[config.mk]
export PLATFORM = sky130hd
export DESIGN_NAME = pc_fetch_ctrl
export DESIGN_NICKNAME = d
export VERILOG_FILES = /design/src/rtl/mips_pkg.sv /design/src/rtl/sat_counter.sv /design/src/rtl/pc_fetch_ctrl.sv
export SDC_FILE = /design/constraint.sdc
export NUM_CORES = 1
export LEC_CHECK = 0
export ABC_AREA = 0
export CORE_ASPECT_RATIO = 2
export CORE_MARGIN = 4
export CORE_UTILIZATION = 41
export CTS_CLUSTER_DIAMETER = 200
export CTS_CLUSTER_SIZE = 14
export DETAILED_ROUTE_END_ITERATION = 10
export DONT_BUFFER_PORTS = 1
export GPL_TIMING_DRIVEN = 0
export PLACE_DENSITY_LB_ADDON = 0.3
export SYNTH_ARGS = -nofsm -noshare
export SYNTH_HDL_FRONTEND = slang
export SYNTH_SLANG_ARGS = --single-unit
[constraint.sdc]
create_clock -name i_clk -period 2.5 [get_ports i_clk]
set_input_delay 0 -clock i_clk [delete_from_list [all_inputs] [get_ports i_clk]]
set_output_delay 0 -clock i_clk [all_outputs]
set_load 0.1 [all_outputs]
[src/rtl/mips_pkg.sv]
// Shared definitions for the fetch stage: sequencer states and PC constants.
package mips_pkg;

  typedef enum logic [1:0] {
    StIdle     = 2'd0,
    StRun      = 2'd1,
    StStepWait = 2'd2,
    StHalted   = 2'd3
  } fetch_state_e;

  localparam int unsigned PC_INCR          = 4;
  localparam logic [31:0] DEFAULT_RESET_PC = 32'h0000_0000;

endpackage

[src/rtl/sat_counter.sv]
// Up-counter that sticks at all-ones; synchronous clear wins over enable.
module sat_counter #(
  parameter int unsigned NBITS = 32
) (
  input  logic             i_clk,
  input  logic             i_rst_n,
  input  logic             i_clr,
  input  logic             i_en,
  output logic [NBITS-1:0] o_count
);

  logic [NBITS-1:0] r_count;

  // Count enabled cycles, holding once every bit is set.
  always_ff @(posedge i_clk or negedge i_rst_n) begin
    if (!i_rst_n) begin
      r_count <= '0;
    end else if (i_clr) begin
      r_count <= '0;
    end else if (i_en && (r_count != {NBITS{1'b1}})) begin
      r_count <= r_count + 1'b1;
    end
  end

  assign o_count = r_count;

endmodule

[src/rtl/pc_fetch_ctrl.sv]
// IF-stage PC register and fetch sequencer (run / single-step / halt).
module pc_fetch_ctrl
  import mips_pkg::*;
#(
  parameter int unsigned      NBITS    = 32,
  parameter logic [NBITS-1:0] RESET_PC = NBITS'(DEFAULT_RESET_PC)
) (
  input  logic             i_clk,
  input  logic             i_rst_n,
  input  logic [NBITS-1:0] i_next_pc,
  input  logic             i_stall,
  input  logic             i_start,
  input  logic             i_mode_step,
  input  logic             i_step,
  input  logic             i_halt_instr,
  output logic [NBITS-1:0] o_pc,
  output logic [NBITS-1:0] o_pc_plus4,
  output logic             o_fetch_en,
  output logic             o_halted,
  output logic             o_misaligned,
  output logic [NBITS-1:0] o_cycle_count
);

  fetch_state_e     r_state;
  logic [NBITS-1:0] r_pc;
  logic             r_halted;
  logic             r_misaligned;

  logic             w_adv;
  logic             w_start_ok;
  logic             w_halt_hit;
  logic [NBITS-1:0] w_cycle_count;

  // Advance decision; deliberately independent of i_next_pc to avoid a mux loop.
  always_comb begin
    w_adv = 1'b0;
    unique case (r_state)
      StRun:      w_adv = !i_stall && !i_halt_instr;
      StStepWait: w_adv = i_step && !i_stall && !i_halt_instr;
      StIdle:     w_adv = 1'b0;
      StHalted:   w_adv = 1'b0;
    endcase
  end

  assign w_start_ok = i_start && ((r_state == StIdle) || (r_state == StHalted));
  assign w_halt_hit = i_halt_instr && !i_stall;

  // Sequencer FSM with PC, halted and misaligned flags as registered outputs.
  always_ff @(posedge i_clk or negedge i_rst_n) begin
    if (!i_rst_n) begin
      r_state      <= StIdle;
      r_pc         <= RESET_PC;
      r_halted     <= 1'b0;
      r_misaligned <= 1'b0;
    end else begin
      if (w_adv) begin
        r_pc <= {i_next_pc[NBITS-1:2], 2'b00};
        if (i_next_pc[1:0] != 2'b00) begin
          r_misaligned <= 1'b1;
        end
      end
      unique case (r_state)
        StIdle: begin
          if (i_start) begin
            r_state      <= i_mode_step ? StStepWait : StRun;
            r_misaligned <= 1'b0;
          end
        end
        StRun: begin
          if (w_halt_hit) begin
            r_state  <= StHalted;
            r_halted <= 1'b1;
          end
        end
        StStepWait: begin
          // A stalled step pulse is simply dropped; the debug unit re-pulses.
          if (i_step && w_halt_hit) begin
            r_state  <= StHalted;
            r_halted <= 1'b1;
          end
        end
        StHalted: begin
          if (i_start) begin
            r_state      <= i_mode_step ? StStepWait : StRun;
            r_pc         <= RESET_PC;
            r_halted     <= 1'b0;
            r_misaligned <= 1'b0;
          end
        end
      endcase
    end
  end

  sat_counter #(
    .NBITS(NBITS)
  ) u_cycle_counter (
    .i_clk  (i_clk),
    .i_rst_n(i_rst_n),
    .i_clr  (w_start_ok),
    .i_en   (w_adv),
    .o_count(w_cycle_count)
  );

  assign o_pc          = r_pc;
  assign o_pc_plus4    = r_pc + NBITS'(PC_INCR);
  assign o_fetch_en    = w_adv;
  assign o_halted      = r_halted;
  assign o_misaligned  = r_misaligned;
  assign o_cycle_count = w_cycle_count;

endmodule

Word-level counts from Yosys, hierarchy flattened
Index checks and enable logic that the tools add are counted.
Widths: inputs -> output; s select.
{"block": "word_totals", "register_bits": 68, "input_bits": 39, "out_inout_bits": 99, "wordCells": 51}
{"block": "classes", "addsub": 2, "n_eq_ne": 8, "muxes": 19, "reduce_logical": 17}
{"cell": "$mux 32", "count": 5}
{"cell": "$add 32x1->32 const B", "count": 1}
{"cell": "$add 32x3->32 const B", "count": 1}
{"cell": "$ne 32x32->1 const B", "count": 1}
{"cell": "$mux 2", "count": 4}
{"cell": "$logic_and 1x1->1", "count": 7}
{"cell": "$mux 1", "count": 7}
{"cell": "$ne 2x2->1 const B", "count": 3}
{"cell": "$pmux 1 s3", "count": 2}
{"cell": "$pmux 2 s3", "count": 1}
{"cell": "$eq 2x2->1 const B", "count": 2}
{"cell": "$reduce_and 4->1", "count": 1}
{"cell": "$reduce_bool 2->1", "count": 2}
{"cell": "$reduce_and 3->1", "count": 1}
{"cell": "$reduce_bool 3->1", "count": 1}
{"cell": "$eq 2x1->1 const B", "count": 1}
{"cell": "$logic_not 1->1", "count": 2}
{"cell": "$logic_not 2->1", "count": 1}
{"cell": "$ne 2x1->1 const B", "count": 1}
{"cell": "$reduce_or 2->1", "count": 1}
{"cell": "$logic_or 1x1->1", "count": 1}

Logic depth before layout (Yosys ltp)
{"block": "depth", "ltp_word": 7, "depth_mapped": 10, "mapped_depth_nobuf": 8}

By module
Synthesis repeated with hierarchy kept, for this count alone.
{"block": "unflattened", "hier_cells": 443, "hier_area_um2": 3941.3}
{"module": "pc_fetch_ctrl", "instances": 1, "cells_each": 245, "area_each_um2": 2087.0, "seq_area_each_um2": 900.9}
{"module": "sat_counter", "instances": 1, "cells_each": 198, "area_each_um2": 1854.3, "seq_area_each_um2": 800.8}

Worst setup path after synthesis
OpenSTA, ideal clock, no wires.
{"block": "synth_timing", "path_type": "flip-flop to output port", "from": "register r_pc[2] (netlist: o_pc[2])", "to": "output o_pc_plus4[26]", "arrival_time_ns": 3.723, "required_ns": 2.500, "path_slack_ns": -1.223, "path_stages_with_launch": 7, "path_buffers": 0, "cell_sequence": "dfrtp_1 -> ha_1 -> and4_1 -> nand4_1 -> nor2_1 -> nand4_1 -> xnor2_1"}
{"block": "synth_between", "elab_chain_len": 1}
{"item": "start, declared", "line": "pc_fetch_ctrl.sv:25", "text": "logic [NBITS-1:0] r_pc;"}
{"item": "start signal, assigned", "line": "pc_fetch_ctrl.sv:57", "text": "r_pc <= {i_next_pc[NBITS-1:2], 2'b00};"}
{"item": "$add 32x3->32", "line": "pc_fetch_ctrl.sv:105", "text": "assign o_pc_plus4 = r_pc + NBITS'(PC_INCR);"}
{"item": "end, declared", "line": "pc_fetch_ctrl.sv:17", "text": "output logic [NBITS-1:0] o_pc_plus4,"}
No other way between the ends.

Final worst setup path
{"block": "layout_timing", "from": "register r_pc[3] (netlist: o_pc[3])", "to": "output o_pc_plus4[30]"}
The elaborated chain is that of the path after synthesis.

==> results.md <==
* Maximum clock rate at ~350 MHz
* Antenna fix cells at 0
* Global-route wire length before repair at 22100 microns
* Final cell count without fillers at between 600 and 700
* Internal Dissipation at 2.87 mW
* P_sw at ~4.2 mW
* Netlist Area Pre-Place at around 4000 sq um
* PortBufs at 0
* Layout fillers at 682
* Max clock buf depth at 2
* Relative slew slack at 15.9%
* Core Rows at 50
* Clk_lat worst skew at between 300 and 400 ps
* Antenna viol nets, final at 0
* # placed instances at 601
* Power, Total at 7.12 mW
* Post-Place Cell Area at roughly 4600 sq um
* Initial Utilization at 42.3%
* Post-route cell area at about 6300 sq um
* Req. time, crit path at between 2000 and 3000 ps
* Area share of the largest cell type after synthesis at 42.6%
* CTS tree: yes
* Largest net degree at the start of global routing at between 60 and 70
* HP Start: i_start
* Worst reg-to-reg path cell count at 7
* Most used DFF post-synth: dfrtp_1
* Sequential share of power at around 46%
* Worst min-delay path category: in2reg
* GRT Total Usage at 24.7%
* Outcome: finished with violations
* EDFF count, synth at 0
* Seq/Total Area, Yosys at 42.6%
* # DRC at 0
* Ports at 138
* Main area contributors after synthesis: dfrtp_1, nand2_1, a21oi_1, xnor2_1, nand3_1
* Drt first-iter violations at 218
* Metal2 WL at 8280 microns
* Crit path kind: reg2out
* Gate Count Post-Synth at ~470
* Vias per cell at between 6 and 7
* Post-synth top area cell: dfrtp_1
* Gr ovfl total at 0
* Hold EP: u_cycle_counter.o_count[1]
* Fin util at 66.5%
* Maximum vdd drop at 555 uV
* Worst slew pin tran at 1250 ps
* Post-synthesis register bit count at 68
* Clock-pin transition on the worst setup and hold timing paths at 60 ps
* Initial antenna violation count at 0
* Met3 wire length at 1090 microns
* Number of cells on the worst hold path at 3
* RSZ-0062 raised after global routing: yes
* Final worst slack at -353 ps
* Endpoints failing hold at 0
* Die width at 77.8 microns
* Die area at about 11000 sq um
* Tcrit/Tclk final at 114%
* Clk root buf: clkbuf_16
* Gate power share at 35.7%
* Register area at between 1500 and 2000 sq um
* Crit start category: register
* Multi-input logic area at 3010 sq um
* Share of cells above drive strength 1 at between 30% and 40%
* Ys Warns at 0
* Mapped Nets at 516
* Area Growth Syn to Fin at 57.1%
* WL/cell at 21.6 microns
* Uppermost layer routed: met4
* Met1 Wirelength at just under 5000 microns
* H-tree Lvls at 3
* Mean post-synth cell area at 8.49 sq um
* Vias in the first global route at 4224
* Via count at 4127
* Core Box Area at about 9400 sq um
* CP endpoint kind: output port
* Final setup fails at 41
* Clock Power Share at between 10% and 20%
* DP HPWL at approximately 9800 microns
* Total negative slack at -6630 ps
* Max Fanout on Critical Path at 5
* Pre-CTS setup slack at -420 ps
* Worst Clk Skew at ~5.5 ps
* RR Endpoint: u_cycle_counter.o_count[25]
* Sw Ratio at 59.7%
* Crit path time final at 2850 ps
* R2r startpoint: u_cycle_counter.o_count[0]
* Netlist cell types at 49
* Worst Path Arrival at 2850 ps
* R2R Setup Slk at -250 ps
* Final WL at 14700 microns
* Drt first pass iters at 5
* Nets at about 600
* P per Cell Area at 1130 nW/um^2
* Lkg Pwr at 2.31 nW
* Violated checks: setup timing
* Die Height at 148 microns
* Slew Viols, Final at 0
* Maxcap violations at 0
* # clock sinks at ~70
* GPL Wtd Cong at 0.890
* FFs w/ async S/R, synth at 100%
* Hold WS at roughly 68 ps
* Total CTS buffers at 9
## per-layer routing
metal / vias up / track usage [%]
li1: 1848 / -
met1: 2024 / 23.0
met2: 218 / 47.7
met3: 37 / 6.16
met4: 0 / 13.0
met5: - / 0
## sequential cells by signal, indices dropped and copies added, names as in the netlist
register                 count
r_state                      2
o_halted                     1
u_cycle_counter.o_count     32
o_misaligned                 1
o_pc                        32
## worst max-delay path: stages, from the launching register on
cell and delay, ps:
dfrtp_4 640, ha_4 190, and4_4 240, nand4_1 260, nor2_4 260, buf_6 140, nand3_4 90, xnor2_4 690
## logic make-up (layout without fill, tap and decap cells)
| logic type | after synthesis | after routing | share of synthesized area [%] |
|---|---|---|---|
| XOR/XNOR | 29 | 29 | 6.35 |
| flip-flops | 68 | 68 | 42.6 |
| adder cells (fa/ha/maj) | 6 | 6 | 1.88 |
| AND/OR/NAND/NOR | 210 | 210 | 26.9 |
| multiplexers | 2 | 2 | 0.501 |
| AO/OA/AOI/OAI | 107 | 107 | 16.7 |
| buffers and inverters | 49 | 129 | 5.07 |
## final cells by class
| cell class | instances | share of cell area (%) |
|---|---|---|
| multi-input combinational | 354 | 48.0 |
| sequential | 68 | 30.0 |
| timing repair buffer | 67 | 10.8 |
| clock buffer | 15 | 4.42 |
| tap | 130 | 2.59 |
| buffer | 26 | 2.53 |
| inverter | 20 | 1.20 |
| clock inverter | 1 | 0.478 |
## synth_stat cells, types with 2 or more instances
cell type / count
a41oi_1: 4
mux2i_1: 2
ha_1: 6
nand4_1: 12
and4_1: 8
and3_1: 9
o31ai_1: 5
o21ai_0: 9
o221ai_1: 2
a21oi_1: 42
nor3_1: 5
or4_1: 5
inv_1: 20
clkbuf_1: 19
xnor2_1: 19
buf_2: 3
o21ai_1: 4
xor2_1: 10
dfrtp_1: 68
nor3b_1: 2
buf_1: 4
a21o_1: 2
nand2b_1: 4
o31a_1: 4
buf_4: 2
o211ai_1: 5
nand2_1: 90
and2_1: 2
nor4_1: 8
nor2_1: 14
or3_1: 13
or4_4: 3
a31oi_1: 20
nand4_2: 2
nand3_1: 30
## worst max path at each step
stage	start	end	slack (ps)	cells after the start
after floorplan	o_pc[6]	o_pc_plus4[7]	-50	3
after global placement	u_cycle_counter.o_count[29]	u_cycle_counter.o_count[25]	-430	6
after detailed placement	o_pc[4]	o_pc_plus4[31]	-420	6
after CTS	o_pc[3]	o_pc_plus4[26]	-370	6
after global routing	o_pc[3]	o_pc_plus4[26]	-430	6
final	o_pc[3]	o_pc_plus4[30]	-350	7
## cell usage in the layout (no fill, tap or decap), types with 6 or more instances in the layout
cell           instances
dfrtp_4               43
or4_4                  6
dlygate4sd3_1         35
o21ai_0                7
xnor2_4               17
xor2_4                 7
nor2_1                 7
nand2_1               85
nand3_4                7
nand3_1               18
clkbuf_1              12
a21oi_1               39
dfrtp_1                9
dfrtp_2               16
o21ai_1                6
or3_1                 10
buf_6                  9
a31oi_1               14
buf_4                 25
inv_1                 19
clkbuf_16              9
nand4_1               12
## power groups by stage
| stage | clock network, mW | logic (mW) | registers (mW) |
|---|---|---|---|
| 3_5_place_dp | 0 | 2.28 | 3.18 |
| 6_report | 1.30 | 2.54 | 3.27 |
| 5_1_grt | 1.37 | 2.67 | 3.31 |
| 2_1_floorplan | 0 | 2.01 | 3.07 |
| 3_3_place_gp | 0 | 2.24 | 3.16 |
| 4_1_cts | 1.32 | 2.46 | 3.25 |
## timing repair
action,4_1_cts,5_1_grt
gates resized for setup,103,53
setup endpoints to repair,65,51
setup buffers,13,15
pin swaps,29,25
gates cloned,2,1
hold endpoints to repair,102,0
hold buffers,36,0
(Power assumes the default switching activity.)
